**src/rtl/clk_enable_gen.sv**
```systemverilog
// rtl/clk_enable_gen.sv - single-clock tick enable generator with run/fast/halt/step modes
module clk_enable_gen #(
    parameter int CNT_WIDTH       = 24,
    parameter int COUNT_WIDTH     = 32,
    parameter int DEBOUNCE_CYCLES = 1000000
) (
    input  logic                   clk,
    input  logic                   rst,
    input  logic [1:0]             mode,
    input  logic [CNT_WIDTH-1:0]   tick_div,
    input  logic                   step_btn,
    output logic                   tick,
    output logic                   slow_clk,
    output logic [COUNT_WIDTH-1:0] tick_count,
    output logic                   btn_level
);

    localparam logic [1:0] MODE_HALT = 2'b00;
    localparam logic [1:0] MODE_RUN  = 2'b01;
    localparam logic [1:0] MODE_STEP = 2'b10;
    localparam logic [1:0] MODE_FAST = 2'b11;

    localparam int DB_W = (DEBOUNCE_CYCLES > 2) ? $clog2(DEBOUNCE_CYCLES) : 1;
    localparam logic [DB_W-1:0] DB_LAST = DB_W'(DEBOUNCE_CYCLES - 1);

    // Button synchroniser, debouncer and edge-detect state
    logic            sync1_q, sync1_d;
    logic            sync2_q, sync2_d;
    logic [DB_W-1:0] db_cnt_q, db_cnt_d;
    logic            btn_level_q, btn_level_d;
    logic            btn_dly_q, btn_dly_d;

    // Rate counter and tick outputs
    logic [CNT_WIDTH-1:0]   cnt_q, cnt_d;
    logic                   tick_q, tick_d;
    logic                   slow_clk_q, slow_clk_d;
    logic [COUNT_WIDTH-1:0] tick_count_q, tick_count_d;

    logic btn_rise;

    // Synchroniser and debounce: the level only follows sync2 after it has
    // differed for DEBOUNCE_CYCLES consecutive cycles
    always_comb begin
        sync1_d     = step_btn;
        sync2_d     = sync1_q;
        db_cnt_d    = db_cnt_q;
        btn_level_d = btn_level_q;
        if (sync2_q == btn_level_q) begin
            db_cnt_d = '0;
        end else if (db_cnt_q == DB_LAST) begin
            btn_level_d = sync2_q;
            db_cnt_d    = '0;
        end else begin
            db_cnt_d = db_cnt_q + 1'b1;
        end
        btn_dly_d = btn_level_q;
    end

    assign btn_rise = btn_level_q & ~btn_dly_q;

    // Tick decision per mode; the rate counter only runs in RUN so entering
    // RUN always starts a fresh period
    always_comb begin
        cnt_d  = '0;
        tick_d = 1'b0;
        unique case (mode)
            MODE_RUN: begin
                if (cnt_q >= tick_div) begin
                    tick_d = 1'b1;
                    cnt_d  = '0;
                end else begin
                    cnt_d = cnt_q + 1'b1;
                end
            end
            MODE_FAST: tick_d = 1'b1;
            MODE_STEP: tick_d = btn_rise;
            MODE_HALT: tick_d = 1'b0;
            default:   tick_d = 1'b0;
        endcase
    end

    // LED square wave and debug counter advance on every issued tick
    always_comb begin
        slow_clk_d   = slow_clk_q;
        tick_count_d = tick_count_q;
        if (tick_d) begin
            slow_clk_d   = ~slow_clk_q;
            tick_count_d = tick_count_q + 1'b1;
        end
    end

    // State registers, reset dominates everything
    always_ff @(posedge clk) begin
        if (rst) begin
            sync1_q      <= 1'b0;
            sync2_q      <= 1'b0;
            db_cnt_q     <= '0;
            btn_level_q  <= 1'b0;
            btn_dly_q    <= 1'b0;
            cnt_q        <= '0;
            tick_q       <= 1'b0;
            slow_clk_q   <= 1'b0;
            tick_count_q <= '0;
        end else begin
            sync1_q      <= sync1_d;
            sync2_q      <= sync2_d;
            db_cnt_q     <= db_cnt_d;
            btn_level_q  <= btn_level_d;
            btn_dly_q    <= btn_dly_d;
            cnt_q        <= cnt_d;
            tick_q       <= tick_d;
            slow_clk_q   <= slow_clk_d;
            tick_count_q <= tick_count_d;
        end
    end

    assign tick       = tick_q;
    assign slow_clk   = slow_clk_q;
    assign tick_count = tick_count_q;
    assign btn_level  = btn_level_q;

endmodule

```
**config.mk**
```make
export PLATFORM = sky130hd
export DESIGN_NAME = clk_enable_gen
export DESIGN_NICKNAME = d
export VERILOG_FILES = /design/src/rtl/clk_enable_gen.sv
export SDC_FILE = /design/constraint.sdc
export NUM_CORES = 1
export LEC_CHECK = 0
export CAP_MARGIN = 5
export CORE_MARGIN = 8
export CORE_UTILIZATION = 54
export CTS_BUF_LIST = sky130_fd_sc_hd__clkbuf_16
export CTS_CLUSTER_DIAMETER = 40
export CTS_CLUSTER_SIZE = 24
export DETAILED_ROUTE_END_ITERATION = 10
export PLACE_DENSITY = 0.8
export SLEW_MARGIN = 40
export SYNTH_ARGS = -nofsm -noshare
export SYNTH_HDL_FRONTEND = slang
export SYNTH_SLANG_ARGS = --single-unit
```
**constraint.sdc**
```tcl
create_clock -name clk -period 3.55 [get_ports clk]
set_clock_uncertainty 0.15 [all_clocks]
set_input_delay 0.8875 -clock clk [delete_from_list [all_inputs] [get_ports clk]]
set_output_delay 0.8875 -clock clk [all_outputs]
set_load 0.005 [all_outputs]
```
Word level (Yosys, flattened, before mapping)
Cells that the tools add are included.
{ "totals": {"romBits": 0, "out_inout_bits": 35, "latch_bits": 0, "ramBits": 0, "reg_bits": 82, "memories": 0, "inputBits": 29, "wordCells": 29} }
{ "op_classes": {"n_eq_ne": 5, "order_cmp": 1, "multipliers": 0, "n_shift": 0, "reduce_logical": 4, "mux": 2, "n_bitwise": 5, "add_sub_neg": 3, "div_mod_pow": 0} }
{ "ops": {"columns": ["op", "n"], "rows": [
  ["adder 32 x 1 -> 32 bit, second input constant", 1],
  ["adder 24 x 1 -> 24 bit, second input constant", 1],
  ["greater-or-equal comparator 24 bit", 1],
  ["adder 20 x 1 -> 20 bit, second input constant", 1],
  ["equality test 20 bit, second input constant", 1],
  ["OR reduction 3 bit", 2],
  ["equality test 2 bit, second input constant", 2],
  ["NOT 1 bit", 4],
  ["case mux 1 bit (4 select lines)", 1],
  ["equality test 2 x 1 -> 1 bit, second input constant", 1],
  ["logical NOT 2 bit", 1],
  ["AND reduction 2 bit", 1],
  ["AND 1 bit", 1],
  ["equality test 1 bit", 1],
  ["two-way mux 1 bit", 1]
]} }

Depth between registers and ports, before layout
Gate-level depths: netlist (run 1).
{ "logic_depth": {"depth_word": 3, "ltp_mapped": 10, "depth_no_buf": 8} }

Least setup slack after synthesis (run 1)
Ideal clock, no wire load.
{ "synth_path": {"path_type": "input port to flip-flop", "startpoint": "input tick_div[21]", "endpoint": "register tick_count_q[30], in the netlist tick_count[30]", "setup_ns": 0.070, "slack_ns": 0.630, "arrival_ns": 2.699, "cell_stages": 9, "required_time_ns": 3.330, "path_buffers": 1, "path_cell_list": "inv_1 ha_1 nand4_1 nor4_1 o21ai_1 o2111a_2 buf_6 or4_1 a21oi_1"} }
{ "synth_between": {"elab_chain_cells": 3} }
{ "synth_rtl": {"columns": ["item", "line", "text"], "rows": [
  ["start, declared", "10", "input logic [CNT_WIDTH-1:0] tick_div,"],
  ["greater-or-equal comparator 24 bit", "68", "if (cnt_q >= tick_div) begin"],
  ["two-way mux 1 bit", "68", null],
  ["case mux 1 bit (4 select lines)", "66", "unique case (mode)"],
  ["end signal, assigned", "113", "tick_count_q <= tick_count_d;"],
  ["end, declared", "37", "logic [COUNT_WIDTH-1:0] tick_count_q, tick_count_d;"]
]} }
No other way between the ends.
A chain may end at the register's enable or synchronous reset.

Worst setup path after layout (run 1)
{ "layout_path": {"startpoint": "input tick_div[17]", "endpoint": "register tick_count_q[15], in the netlist tick_count[15]"} }
Same word-level chain as after synthesis.

==> flow_summary.yaml, run 1 <==
status:
  run_status: "finished, final reports clean"
layout:
  layout_common_cells: "82 x sky130_fd_sc_hd__dfxtp_1, 68 x sky130_fd_sc_hd__nor2_1, 63 x sky130_fd_sc_hd__clkdlybuf4s50_1"
  n_antenna_cell: 0
  fin_util: 0.698
  final_design_area_no_fill_um2: 5370
  final_net_count: 638
  final_common_cell: "sky130_fd_sc_hd__dfxtp_1"
  cell_count_final_fillers_out: 689
  area_delta_synth_final_pct: 25.5
  drive_above_1_share: 0.0596
power_and_ir_drop:
  irDropWorstVdd_v: 0.000295
  switching_share: 0.225
  internal_power_mw: 1.53
  comb_power_share: 0.056
  cellPowerDensity_nw_per_um2: 369
  share_clk_of_total_power: 0.475
  leakagePower_nw: 1.87
  sw_power_uw: 446
  pwr-share-seq: 0.469
sta:
  report.final.hold_viol_count: 0
  finalWorstPathRequiredPeriod_ns: 3.44
  number_of_endpoints_failing_setup_at_the_final_stage: 0
  maxSlewHeadroom: 0.563
  worst_pin_slew_ns: 0.655
  period_share: 0.968
  fmaxAchievable_mhz: 291
  rsz0062_at_grt: "no"
  final_max_slew_viol_count: 0
  hold_ws_ns: 0.320
synthesis:
  asyncSetResetFlopFracSynth: 0
  synth_enable_flop_cells: 0
  netlist.area_leader.share: 0.384
  ys_warn_count: 0
  synth.distinct_cells: 36
  yosysSeqAreaShare: 0.384
  mappedNetlistNets: 574
  top_ff_cell_synth: "sky130_fd_sc_hd__dfxtp_1"
  post_synth_instance_area_um2: 4280
  synth_cells: 518
  syn_area_per_cell_um2: 8.26
  yosysTopAreaCell: "sky130_fd_sc_hd__dfxtp_1"
  synth_top_cells_by_area: "sky130_fd_sc_hd__dfxtp_1 38%, sky130_fd_sc_hd__ha_1 7.9%, sky130_fd_sc_hd__nor2_1 6.0%"
  yosys_register_bits: 82
detailed_routing:
  drc: 0
  first_iter_violations: 150
  postRouteWirelength_mm: 10.4
  firstDrtPassIters: 4
  detail-route-antenna-nets: 0
  highest_layer: "met4"
  detail_route.vias_per_cell: 5.70
  met3_length_um: 524
  met2WireLength_mm: 5.05
  detail_route.wirelength.met1_mm: 4.66
  vias_post_dr: 3925
  wire_per_inst_um: 15.0
clocking:
  tritoncts: "built"
  ctsLongestPathBuffers: 2
  cts-hold-fix-buffers: 0
  cts_num_sinks: 82
  post_cts_buffers: 0
  cts_buffers: 9
  clk_pin_slew_worst_paths_ns: 0.06
  insertion_delay_ns: 0.33
  clock-root-buffer: "sky130_fd_sc_hd__clkbuf_16"
  cts_htree_levels: 3
  cts.repair.resized: 0
place:
  placed_cell_area_um2: 5060
  place.port_buffers: 63
  placed_cells: 673
  dpl.hpwl_mm: 7.34
  finalWeightedCongestion: 0.805
global_routing:
  global_route.usage.total: 0.190
  grt_max_degree: 40
  grt_pass1_vias: 3913
  grt_antenna_before_repair: 0
  first_pass_grt_wire_length_mm: 17.9
  grt.overflow.total: 0
floorplan:
  floorplan.die.height_um: 105
  die_width_um: 105
  core_region_area_um2: 7690
  design.portCount: 64
  fp.dieArea_um2: 11000
  floorplan.rows: 32
  initial_util: 0.556
critical_path:
  data_arrival_time_of_the_worst_path_ns: 3.55
  critical_path.cell_chain: "clkdlybuf4s50_1 > inv_1 > ha_1 > nand4_1 > nor4_2 > o21ai_1 > o2111a_2 > buf_12 > or4_1 > a21oi_1"
  crit_path_max_fanout: 29
  worst_r2r_path_depth: 8
  setup.worst_path.end_class: "flop"
  cp_slowest_cell: "sky130_fd_sc_hd__or4_1"
  critPathRequiredTime_ns: 3.66
  worst-setup-path-type: "in2reg"
  cpPeakStageDelay_ns: 0.53
  timing.critical_path.from_type: "primary input"
job:
  max-cap-violations: 0
min_path:
  min_path_type: "reg2reg"
  hold-path-cell-count: 1
[flip-flops by register name, indices dropped and copies added, names as in the netlist]
name / cells
tick: 1
sync1_q: 1
slow_clk: 1
sync2_q: 1
cnt_q: 24
btn_level: 1
btn_dly_q: 1
db_cnt_q: 20
tick_count: 32
[cell families after synthesis]
group                    after synthesis  synth area share
buffers and inverters                 57            0.0568
adder cells (fa/ha/maj)               27            0.0790
AO/OA/AOI/OAI                         93             0.127
AND/OR/NAND/NOR                      217             0.267
multiplexers                           1           0.00234
XOR/XNOR                              41            0.0840
flip-flops                            82             0.384
[power groups by stage]
| stage | Combinational, mW | Clock (mW) | Sequential [mW] |
|---|---|---|---|
| 2_1_floorplan | 0.0519 | 0 | 0.948 |
| 3_3_place_gp | 0.106 | 0 | 0.948 |
| 3_5_place_dp | 0.109 | 0 | 0.948 |
| 4_1_cts | 0.110 | 0.954 | 0.928 |
| 5_1_grt | 0.124 | 0.989 | 0.928 |
| 6_report | 0.110 | 0.940 | 0.928 |
[cells in the mapped netlist (all sizes together) (16+ instances only)]
library cell,number
nor2,68
o21ai,23
xnor2,25
ha,27
nand4,16
a21oi,42
nand2,29
inv,33
or4,21
clkbuf,16
o31ai,21
nand3,27
dfxtp,82
xor2,16
[layer usage]
layer | track usage | vias up
li1 | - | 1968
met1 | 0.228 | 1858
met2 | 0.317 | 86
met3 | 0.0577 | 13
met4 | 0.0642 | 0
met5 | 0 | -
[through the flow]
stage | TNS (ns) | total power, mW | worst slack (ns)
CTS | 0 | 1.99 | 0.102
floorplan | 0 | 1.00 | 0.630
detailed placement | -4.87 | 1.06 | -0.214
global route | 0 | 2.04 | 0.0127
global placement | -4.57 | 1.05 | -0.182
finish | 0 | 1.98 | 0.112
[layout make-up]
type	instances	area, um2
Clock buffer	9	225
Clock inverter	7	77.6
Fill cell	642	2320
Inverter	33	124
Multi-Input combinational cell	379	2400
Sequential cell	82	1640
Tap cell	102	128
Timing Repair Buffer	77	773
[worst max-delay path, delay by kind of cell]
family | cells | cell delay, ns
AOI/OAI and AO/OA | 3 | 0.64
buffers and inverters | 3 | 0.66
adders and majority gates | 1 | 0.30
and+or+nand+nor | 3 | 1.05
[worst paths after layout]
check	startpoint	to	slack (ns)
worst max-delay path	tick_div[17]	tick_count[15]	0.11
worst min-delay path	sync1_q	sync2_q	0.32
worst max register to register	cnt_q[19]	tick_count[15]	0.80
worst min register to register	sync1_q	sync2_q	0.32
(Power assumes the default switching activity.)
==> run 2, diff against run 1 <==
--- a/config.mk
+++ b/config.mk
@@ -5,9 +5,10 @@
 export SDC_FILE = /design/constraint.sdc
 export NUM_CORES = 1
 export LEC_CHECK = 0
+export ABC_AREA = 1
 export CAP_MARGIN = 5
 export CORE_MARGIN = 8
-export CORE_UTILIZATION = 54
+export CORE_UTILIZATION = 56
 export CTS_BUF_LIST = sky130_fd_sc_hd__clkbuf_16
 export CTS_CLUSTER_DIAMETER = 40
 export CTS_CLUSTER_SIZE = 24
==> run 2 against run 1 <==
Power shrank 1.2%. Setup slack gained 0.63 ns. Maximum frequency grew 22%. Global-route usage grew 1.5 points. Non-clock buffer count shrank 10. Clock power shrank 3.6%. Largest power group is now sequential cells. Highest routed layer unchanged.
==> flow_summary.yaml, run 2 <==
global_routing:
  first_pass_grt_wire_length_mm: 21.9
  grt.overflow.total: 0
  grt_pass1_vias: 4730
  grt_antenna_before_repair: 0
  grt_max_degree: 35
  global_route.usage.total: 0.206
place:
  placed_cell_area_um2: 5840
  dpl.hpwl_mm: 9.90
  finalWeightedCongestion: 0.970
  place.port_buffers: 63
synthesis:
  synthMostInstantiatedCell: "sky130_fd_sc_hd__nand2_1"
  post_synth_instance_area_um2: 5100
  mappedNetlistNets: 817
  synth_top_cells_by_area: "sky130_fd_sc_hd__dfxtp_1 32%, sky130_fd_sc_hd__nand2_1 15%, sky130_fd_sc_hd__nor2_1 7.4%"
  top_ff_cell_synth: "sky130_fd_sc_hd__dfxtp_1"
  asyncSetResetFlopFracSynth: 0
  yosys_register_bits: 82
  synth_cells: 761
  synth.distinct_cells: 34
  synth_enable_flop_cells: 0
  syn_area_per_cell_um2: 6.71
  yosysSeqAreaShare: 0.322
  ys_warn_count: 0
  yosysTopAreaCell: "sky130_fd_sc_hd__dfxtp_1"
  netlist.area_leader.share: 0.322
  synth.top_cells.by_count: "203 x sky130_fd_sc_hd__nand2_1, 101 x sky130_fd_sc_hd__nor2_1, 86 x sky130_fd_sc_hd__inv_1, 82 x sky130_fd_sc_hd__dfxtp_1, 53 x sky130_fd_sc_hd__nand3_1"
power_and_ir_drop:
  share_clk_of_total_power: 0.464
  sw_power_uw: 488
  internal_power_mw: 1.47
  power_mw: 1.95
  comb_power_share: 0.060
  cellPowerDensity_nw_per_um2: 319
  pwr-share-seq: 0.476
  switching_share: 0.250
  irDropWorstVdd_v: 0.000260
  leakagePower_nw: 2.35
sta:
  fmaxAchievable_mhz: 356
  worst_pin_slew_ns: 0.688
  number_of_endpoints_failing_setup_at_the_final_stage: 0
  finalWorstPathRequiredPeriod_ns: 2.81
  setup-tns-final_ns: 0
  final_max_slew_viol_count: 0
  report.final.hold_viol_count: 0
  rsz0062_at_grt: "no"
  period_share: 0.791
  maxSlewHeadroom: 0.540
critical_path:
  cpPeakStageDelay_ns: 0.46
  crit_path_frequent_cell: "sky130_fd_sc_hd__nand2_1"
  critical_path.cell_chain: "clkdlybuf4s50_1 > inv_1 > ha_1 > nand2_1 > nor2_1 > nand2_1 > nand2_1 > nor2_1 > nand2_1 > nand2_1 > nand3_2 > nand2_2 > buf_12 > inv_1 > nor2_1 > nor2_1"
  critical-path-top-delay-family: "simple AND/OR/NAND/NOR gates"
  critPathRequiredTime_ns: 3.64
  worst-setup-path-type: "in2reg"
  cp_slowest_cell: "sky130_fd_sc_hd__clkdlybuf4s50_1"
  timing.critical_path.from_type: "primary input"
  crit_path_max_fanout: 34
  crit_buf_inv: 4
  setup.worst_path.end_class: "flop"
  data_arrival_time_of_the_worst_path_ns: 2.89
clocking:
  ctsLongestPathBuffers: 2
  clock-root-buffer: "sky130_fd_sc_hd__clkbuf_16"
  cts_num_sinks: 82
  cts-hold-fix-buffers: 0
  cts_buffers: 9
  insertion_delay_ns: 0.34
  cts_htree_levels: 3
  tritoncts: "built"
  post_cts_buffers: 0
  clk_pin_slew_worst_paths_ns: 0.07
  cts.repair.resized: 0
detailed_routing:
  detail_route.vias_per_cell: 5.33
  wire_per_inst_um: 13.7
  drc: 0
  detail-route-antenna-nets: 0
  first_iter_violations: 239
  vias_post_dr: 4998
  postRouteWirelength_mm: 12.9
  firstDrtPassIters: 5
layout:
  final_common_cell: "sky130_fd_sc_hd__nand2_1"
  fin_util: 0.679
  final_design_area_no_fill_um2: 6120
  largest_register_ffs: 32
  drive_above_1_share: 0.0713
  n_antenna_cell: 0
  layout_common_cells: "203 x sky130_fd_sc_hd__nand2_1, 101 x sky130_fd_sc_hd__nor2_1, 86 x sky130_fd_sc_hd__inv_1"
  final_net_count: 878
  n_fill_cell: 800
  area_delta_synth_final_pct: 19.9
floorplan:
  design.portCount: 64
  floorplan.die.height_um: 111
  floorplan.rows: 35
  core_region_area_um2: 9020
  die_width_um: 111
  fp.dieArea_um2: 12400
  initial_util: 0.566
status:
  run_status: "finished, final reports clean"
job:
  max-cap-violations: 0
min_path:
  min_path_type: "reg2reg"
[run 2: power by group through the flow]
stage / registers [mW] / clock network (mW) / logic, mW
2_1_floorplan: 0.950 / 0 / 0.0618
6_report: 0.931 / 0.906 / 0.117
3_3_place_gp: 0.951 / 0 / 0.113
4_1_cts: 0.931 / 0.914 / 0.118
3_5_place_dp: 0.952 / 0 / 0.117
5_1_grt: 0.930 / 0.949 / 0.129
[run 2: per-stage QoR]
| step | cells | hold slack (ns) | setup slack [ns] |
|---|---|---|---|
| 2_1_floorplan | 761 | 0.238 | 1.12 |
| 3_3_place_gp | 922 | 0.266 | 0.503 |
| 3_5_place_dp | 922 | 0.262 | 0.430 |
| 4_1_cts | 938 | 0.282 | 0.743 |
| 5_1_grt | 938 | 0.302 | 0.561 |
| 6_report | 938 | 0.265 | 0.743 |
[run 2: tightest hold or removal path, delay by kind of cell, from the launching register on]
family,cells,cell delay (ns)
buf+inv,1,0.04
flops,1,0.30
simple gates,1,0.03
[run 2: cell type report]
cell class	instances	area [um2]	area share
Inverter	93	349	0.0570
Tap cell	111	139	0.0227
Timing Repair Buffer	67	686	0.112
Clock buffer	9	225	0.0368
Clock inverter	7	58.8	0.00961
Sequential cell	82	1640	0.268
Multi-Input combinational cell	569	3020	0.494
[run 2: cells by family after synthesis]
kind of cell / count (synthesis) / synth area share
compound gates: 57 / 0.0588
xor+xnor: 43 / 0.0738
fa+ha+maj: 27 / 0.0662
simple gates: 442 / 0.392
buf+inv: 110 / 0.0873
flops: 82 / 0.322
[run 2: worst paths after layout]
| path | to | start | depth (start not counted) | slack, ns |
|---|---|---|---|---|
| min | sync2_q | sync1_q | 2 | 0.27 |
| max reg2reg | db_cnt_q[19] | db_cnt_q[0] | 8 | 1.33 |
| max | slow_clk | tick_div[7] | 16 | 0.74 |
| min reg2reg | sync2_q | sync1_q | 2 | 0.27 |
[run 2: layer usage]
layer	up-vias	wire length, um	GRT usage
li1	2549	-	-
met1	2288	5790	0.255
met2	137	6120	0.346
met3	24	697	0.0366
met4	0	266	0.0782
met5	-	0	0
